`src/rtl/wb_write_queue_if.sv`:
```
// wb_write_queue_if: source, register-file, hazard and forwarding signals of the writeback queue
interface wb_write_queue_if #(
  parameter int DEPTH  = 4,
  parameter int DATA_W = 32,
  parameter int ADDR_W = 4
);
  logic                    alu_valid;
  logic [ADDR_W-1:0]       alu_addr;
  logic [DATA_W-1:0]       alu_data;
  logic                    ld_valid;
  logic [ADDR_W-1:0]       ld_addr;
  logic [DATA_W-1:0]       ld_data;
  logic                    in_ready;
  logic                    rf_we;
  logic [ADDR_W-1:0]       rf_waddr;
  logic [DATA_W-1:0]       rf_wdata;
  logic [2**ADDR_W-1:0]    pending;
  logic [$clog2(DEPTH):0]  occupancy;
  logic                    overflow;
  logic [ADDR_W-1:0]       fwd_addr;
  logic                    fwd_hit;
  logic [DATA_W-1:0]       fwd_data;
  modport slave (
    input  alu_valid, alu_addr, alu_data, ld_valid, ld_addr, ld_data, fwd_addr,
    output in_ready, rf_we, rf_waddr, rf_wdata, pending, occupancy, overflow, fwd_hit, fwd_data
  );
  modport master (
    output alu_valid, alu_addr, alu_data, ld_valid, ld_addr, ld_data, fwd_addr,
    input  in_ready, rf_we, rf_waddr, rf_wdata, pending, occupancy, overflow, fwd_hit, fwd_data
  );
endinterface

```
`src/rtl/wb_write_queue.sv`:
```
// wb_write_queue: in-order writeback FIFO draining one write per two cycles; WB_FWD_EN enables youngest-value forwarding
module wb_write_queue #(
  parameter int DEPTH  = 4,
  parameter int DATA_W = 32,
  parameter int ADDR_W = 4
) (
  input  logic             clock,
  input  logic             reset_n,
  wb_write_queue_if.slave  bus
);
  localparam int PW = $clog2(DEPTH);
  localparam int NR = 2**ADDR_W;
  localparam logic [PW:0] LIM = (PW+1)'(DEPTH - 2);
  typedef enum logic [1:0] {IDLE, WRITE, GAP} state_t;
  state_t            state_q, state_d;
  logic [PW-1:0]     head_q, head_d, tail_q, tail_d, ld_slot;
  logic [PW:0]       occ_q, occ_d, n_push;
  logic              overflow_q, overflow_d;
  logic [ADDR_W-1:0] waddr_q, waddr_d;
  logic [DATA_W-1:0] wdata_q, wdata_d;
  logic [ADDR_W-1:0] addr_mem [DEPTH];
  logic [DATA_W-1:0] data_mem [DEPTH];
  logic              in_ready, push_a, push_l, pop;
  logic [NR-1:0]     pend;
  logic              hit;
  logic [DATA_W-1:0] fdata;
  assign in_ready = occ_q <= LIM;
  assign push_a   = bus.alu_valid & in_ready;
  assign push_l   = bus.ld_valid & in_ready;
  assign n_push   = (PW+1)'(push_a) + (PW+1)'(push_l);
  assign pop      = state_q != WRITE && occ_q != '0;
  assign ld_slot  = tail_q + PW'(push_a);
  // Next state: drain FSM, pointer/occupancy bookkeeping and sticky overflow
  always_comb begin
    state_d    = state_q == WRITE ? GAP : pop ? WRITE : IDLE;
    waddr_d    = pop ? addr_mem[head_q] : waddr_q;
    wdata_d    = pop ? data_mem[head_q] : wdata_q;
    head_d     = head_q + PW'(pop);
    tail_d     = tail_q + n_push[PW-1:0];
    occ_d      = occ_q + n_push - (PW+1)'(pop);
    overflow_d = overflow_q | ((bus.alu_valid | bus.ld_valid) & ~in_ready);
  end
  // Control state; reset aborts an in-flight write at once
  always_ff @(posedge clock or negedge reset_n) begin
    if (!reset_n) begin
      state_q    <= IDLE;
      head_q     <= '0;
      tail_q     <= '0;
      occ_q      <= '0;
      overflow_q <= 1'b0;
      waddr_q    <= '0;
      wdata_q    <= '0;
    end else begin
      state_q    <= state_d;
      head_q     <= head_d;
      tail_q     <= tail_d;
      occ_q      <= occ_d;
      overflow_q <= overflow_d;
      waddr_q    <= waddr_d;
      wdata_q    <= wdata_d;
    end
  end
  // Entry storage; the ALU entry takes the older slot when both sources push
  always_ff @(posedge clock) begin
    if (push_a) begin
      addr_mem[tail_q] <= bus.alu_addr;
      data_mem[tail_q] <= bus.alu_data;
    end
    if (push_l) begin
      addr_mem[ld_slot] <= bus.ld_addr;
      data_mem[ld_slot] <= bus.ld_data;
    end
  end
  // Pending mask over live FIFO slots plus the write still in WRITE or GAP
  always_comb begin
    pend = '0;
    for (int k = 0; k < DEPTH; k++)
      if ((PW+1)'(k) < occ_q) pend[addr_mem[head_q + PW'(k)]] = 1'b1;
    if (state_q != IDLE) pend[waddr_q] = 1'b1;
  end
`ifdef WB_FWD_EN
  // Forwarding: in-flight entry is oldest, then FIFO from head to tail so the youngest match wins
  always_comb begin
    hit   = state_q != IDLE && waddr_q == bus.fwd_addr;
    fdata = hit ? wdata_q : '0;
    for (int k = 0; k < DEPTH; k++)
      if ((PW+1)'(k) < occ_q && addr_mem[head_q + PW'(k)] == bus.fwd_addr) begin
        hit   = 1'b1;
        fdata = data_mem[head_q + PW'(k)];
      end
  end
`else
  logic unused_fwd;
  assign unused_fwd = ^bus.fwd_addr;
  assign hit        = 1'b0;
  assign fdata      = '0;
`endif
  assign bus.in_ready  = in_ready;
  assign bus.rf_we     = state_q == WRITE;
  assign bus.rf_waddr  = waddr_q;
  assign bus.rf_wdata  = wdata_q;
  assign bus.pending   = pend;
  assign bus.occupancy = occ_q;
  assign bus.overflow  = overflow_q;
  assign bus.fwd_hit   = hit;
  assign bus.fwd_data  = fdata;
endmodule

```
`src/flat_wrapper.sv`:
```
// flat-port wrapper written by rule: the top's interface ports become plain ports
module wb_write_queue_flat 
#(
  parameter int DEPTH  = 4,
  parameter int DATA_W = 32,
  parameter int ADDR_W = 4
)
  (clock, reset_n, bus_alu_valid, bus_alu_addr, bus_alu_data, bus_ld_valid, bus_ld_addr, bus_ld_data, bus_fwd_addr, bus_in_ready, bus_rf_we, bus_rf_waddr, bus_rf_wdata, bus_pending, bus_occupancy, bus_overflow, bus_fwd_hit, bus_fwd_data);
  wb_write_queue_if #(.DEPTH(DEPTH), .DATA_W(DATA_W), .ADDR_W(ADDR_W)) bus_i ();
  input  logic clock;
  input  logic reset_n;
  input wire logic [$bits(bus_i.alu_valid)-1:0] bus_alu_valid;
  input wire logic [$bits(bus_i.alu_addr)-1:0] bus_alu_addr;
  input wire logic [$bits(bus_i.alu_data)-1:0] bus_alu_data;
  input wire logic [$bits(bus_i.ld_valid)-1:0] bus_ld_valid;
  input wire logic [$bits(bus_i.ld_addr)-1:0] bus_ld_addr;
  input wire logic [$bits(bus_i.ld_data)-1:0] bus_ld_data;
  input wire logic [$bits(bus_i.fwd_addr)-1:0] bus_fwd_addr;
  output wire logic [$bits(bus_i.in_ready)-1:0] bus_in_ready;
  output wire logic [$bits(bus_i.rf_we)-1:0] bus_rf_we;
  output wire logic [$bits(bus_i.rf_waddr)-1:0] bus_rf_waddr;
  output wire logic [$bits(bus_i.rf_wdata)-1:0] bus_rf_wdata;
  output wire logic [$bits(bus_i.pending)-1:0] bus_pending;
  output wire logic [$bits(bus_i.occupancy)-1:0] bus_occupancy;
  output wire logic [$bits(bus_i.overflow)-1:0] bus_overflow;
  output wire logic [$bits(bus_i.fwd_hit)-1:0] bus_fwd_hit;
  output wire logic [$bits(bus_i.fwd_data)-1:0] bus_fwd_data;
  assign bus_i.alu_valid = bus_alu_valid;
  assign bus_i.alu_addr = bus_alu_addr;
  assign bus_i.alu_data = bus_alu_data;
  assign bus_i.ld_valid = bus_ld_valid;
  assign bus_i.ld_addr = bus_ld_addr;
  assign bus_i.ld_data = bus_ld_data;
  assign bus_i.fwd_addr = bus_fwd_addr;
  assign bus_in_ready = bus_i.in_ready;
  assign bus_rf_we = bus_i.rf_we;
  assign bus_rf_waddr = bus_i.rf_waddr;
  assign bus_rf_wdata = bus_i.rf_wdata;
  assign bus_pending = bus_i.pending;
  assign bus_occupancy = bus_i.occupancy;
  assign bus_overflow = bus_i.overflow;
  assign bus_fwd_hit = bus_i.fwd_hit;
  assign bus_fwd_data = bus_i.fwd_data;
  wb_write_queue #(.DEPTH(DEPTH), .DATA_W(DATA_W), .ADDR_W(ADDR_W)) u_core (.clock(clock), .reset_n(reset_n), .bus(bus_i));
endmodule
```
`config.mk`:
```
export PLATFORM = sky130hd
export DESIGN_NAME = wb_write_queue_flat
export DESIGN_NICKNAME = d
export VERILOG_FILES = /design/src/rtl/wb_write_queue_if.sv /design/src/rtl/wb_write_queue.sv /design/src/flat_wrapper.sv
export SDC_FILE = /design/constraint.sdc
export NUM_CORES = 1
export LEC_CHECK = 0
export ABC_CLOCK_PERIOD_IN_PS = 5050
export CAP_MARGIN = 40
export CORE_MARGIN = 2
export CORE_UTILIZATION = 26
export CTS_BUF_LIST = sky130_fd_sc_hd__clkbuf_8
export CTS_CLUSTER_DIAMETER = 150
export DETAILED_ROUTE_END_ITERATION = 10
export GPL_ROUTABILITY_DRIVEN = 0
export SETUP_SLACK_MARGIN = 0.2
export SLEW_MARGIN = 30
export SYNTH_ARGS = -nofsm -noshare
export SYNTH_HDL_FRONTEND = slang
export SYNTH_SLANG_ARGS = --single-unit
export TNS_END_PERCENT = 5
```
`constraint.sdc`:
```
create_clock -name clock -period 5.05 [get_ports clock]
set_input_delay 1.01 -clock clock [delete_from_list [all_inputs] [get_ports clock]]
set_output_delay 1.01 -clock clock [all_outputs]
set_load 0.01 [all_outputs]
```
==> impl_metrics.csv <==
group,metric,value,unit
run_status,status,"complete, no violations",
floorplan,fp.dieW,206.7,um
timing,grt_setup_unrepaired,"no",
clocking,cts_root_buf,"clkbuf_8",
finish,final_cells,1391,
setup_path,crit_chain,"mux4_2 > nor3_1 > a22oi_1 > nand3_1 > clkdlybuf4s50_1",
synthesis,async_reset_ff_share,24.21,%
clocking,cts-hold-fix-buffers,0,
finish,area_delta_synth_final,20.91,%
clocking,cts.path.max_buffers,2,
timing,tns,0,ns
timing,max_slew_margin,48.01,%
timing,max_freq,232.1,MHz
detailed_routing,vias,6609,
detailed_routing,wire_per_inst,19.79,um
synthesis,ys_types,47,
timing,worstMarginPinSlew,0.7799,ns
timing,finalHoldViolations,0,
synthesis,postSynthCellCount,717,
placed_design,pre_cts_slack,1.098,ns
grt,grtUsageTotal,13.21,%
clocking,cts-buffers-inserted,17,
detailed_routing,drt_iter0_markers,419,
hold_path,hold_path.class,"input pin to async pin",
finish,final_common_cell,"mux2_2",
finish,final_nets,932,
grt,grt_first_pass_wirelength,41.04,mm
floorplan,initial_core_util,26.27,%
synthesis,yosys-mux-area-fraction,31.80,%
power_and_ir_drop,leakage,4.551,nW
detailed_routing,drt_wl_total,27.53,mm
synthesis,synth-simple-area-share,6.456,%
clocking,htreeDepth,4,
setup_path,critical_path_arrival,3.30,ns
grt,overflow,0,
synthesis,ys_ff_latch,190,
clocking,cts_tree,"built",
placed_design,io_buffers,133,
setup_path,r2r_slack,1.41,ns
power_and_ir_drop,power.density,585.0,nW/um2
clocking,insertion_delay,0.50,ns
floorplan,coreArea,40650,um2
placed_design,numPlacedInstances,1356,
grt,antenna_found_initial,7,
synthesis,synth_ff_type,"edfxtp_1",
setup_path,worstPathMaxFanout,36,
placed_design,hpwlAfterDp,17.84,mm
timing,fin_ws,0.7407,ns
detailed_routing,dr.pass1.iters,7,
setup_path,path_class,"flop to primary output",
synthesis,synth_top_family_by_area,"multiplexers",
floorplan,die_y,206.7,um
clocking,cts_setup_buffers,0,
synthesis,synth_fa_ha_area_share,1.008,%
setup_path,cpPeakStageDelay,0.77,ns
synthesis,yosysWarnings,0,
clocking,cts_resized,0,
setup_path,slowest_stage,"dfrtp_4",
floorplan,die-area,42710,um2
detailed_routing,drc,0,
finish,final_cell_mix,"mux2_2, edfxtp_1, clkdlybuf4s50_1, mux4_2, dfrtp_1",
clocking,cts_sinks,190,
synthesis,synth_xor_area_share,0.5624,%
synthesis,synth_edf_count,144,
detailed_routing,viasPerCell,4.751,
grt,grt_pass1_vias,6639,
timing,clock_skew,0.03160,ns
setup_path,worstSetupEndpointType,"primary output",
synthesis,avgSynthCellArea,14.89,um2
timing,setup_violations,0,
grt,grt_max_degree,39,
synthesis,ys_seq_area_share,51.27,%
synthesis,synth_area,10680,um2
floorplan,io_pins,171,
floorplan,rows,74,
timing,slew_viol_final,0,
synthesis,synth_compound_area_share,3.409,%
setup_path,crit_path_start_kind,"flop",
timing,fin_crit,4.309,ns
finish,drive_above_1_share,34.77,%
clocking,clk_pin_slew_worst_paths,0.11,ns
flow_run,cap_violations,0,
timing,timing.final.crit_share,85.33,%
detailed_routing,ant_nets,0,
power_and_ir_drop,ir_worst_vdd,0.2726,mV
setup_path,crit_required,4.04,ns
==> cell usage after synthesis (3+ instances only) <==
cell type	n	area share, %
nand2_1	12	0.42
a22oi_1	5	0.35
mux2_2	159	17
mux2_4	29	4.1
nor3_1	11	0.52
buf_2	19	0.89
mux2i_1	10	0.94
nor2b_1	13	0.76
xnor2_1	4	0.33
o22ai_1	4	0.23
edfxtp_1	144	40
or3_1	3	0.18
nor4_1	9	0.53
buf_4	37	2.6
nor2_1	19	0.67
nand3_1	17	0.80
buf_6	5	0.53
mux4_2	47	9.9
o211ai_1	11	0.77
buf_12	3	0.56
nand4_1	16	0.94
a32oi_1	3	0.25
dfrtp_1	46	11
clkbuf_1	7	0.25
inv_1	16	0.56
nand2b_1	7	0.41
ha_1	7	0.82
o21ai_0	11	0.52
a31oi_1	13	0.76
and2_1	6	0.35
==> worst max-delay path: cells and delay by family (launching register included) <==
family,cells,cell delay [ns]
simple gates,2,0.60
flops,1,0.77
mux,1,0.65
buf+inv,1,0.55
compound gates,1,0.23
==> power by group <==
group / internal (mW) / leakage (nW) / switching, mW
registers: 2.31 / 1.85 / 0.388
clock network: 0.366 / 0.192 / 0.633
logic: 1.96 / 2.51 / 1.90
total: 4.64 / 4.55 / 2.92
==> metal layers <==
metal | global-route usage [%] | vias up | wire length (um)
met4 | 3.903 | 8 | 409
met1 | 16.46 | 3311 | 11830
met3 | 4.019 | 39 | 2029
met5 | 0 | - | 47
met2 | 22.04 | 234 | 13210
li1 | - | 3017 | -
==> worst paths after layout <==
kind,startpoint,depth (start not counted),to
max,u_core.head_q[1],5,bus_pending[0]
max reg2reg,u_core.bus.occupancy[2],9,u_core.data_mem[2][17]
min,reset_n,1,u_core.bus.rf_wdata[0]
min in group clock,u_core.bus.overflow,1,u_core.bus.overflow
max in group asynchronous,reset_n,2,u_core.head_q[1]
min reg2reg,u_core.bus.overflow,1,u_core.bus.overflow
==> flip-flops by register name, summed over array words and instances (netlist names) <==
name	flops
u_core.bus.overflow	1
u_core.addr_mem	16
u_core.state_q	2
u_core.data_mem	128
u_core.bus.rf_wdata	32
u_core.bus.rf_waddr	4
u_core.bus.occupancy	3
u_core.tail_q	2
u_core.head_q	2
==> per-stage QoR <==
stage / total power, mW / hold slack (ns) / area [um2] / utilization [%]
2_1_floorplan: 5.124 / 0.4978 / 10800 / -
3_3_place_gp: 6.521 / 0.4725 / 12440 / 30.60
3_5_place_dp: 6.612 / 0.4741 / 12490 / 30.74
4_1_cts: 7.636 / 0.3562 / 12880 / 31.69
5_1_grt: 8.027 / 0.3826 / 12910 / 31.76
6_report: 7.554 / 0.3905 / 12910 / 31.77
==> kinds of logic after synthesis <==
family,count (synthesis)
DFF,190
AOI/OAI and AO/OA,54
adders and majority gates,8
and+or+nand+nor,123
buffers and inverters,89
muxes,246
xor gates and xnor gates,6
other,1
==> area by class of cell <==
| class | count | area, um2 |
|---|---|---|
| clock buffer | 17 | 234.0 |
| multi-input combinational | 470 | 4798 |
| antenna | 2 | 5.005 |
| inverter | 17 | 63.81 |
| fill | 3985 | 27730 |
| clock inverter | 15 | 151.4 |
| tap | 532 | 665.6 |
| timing repair buffer | 148 | 1511 |
| sequential | 190 | 5483 |
Power figures use the tool's default switching activity.
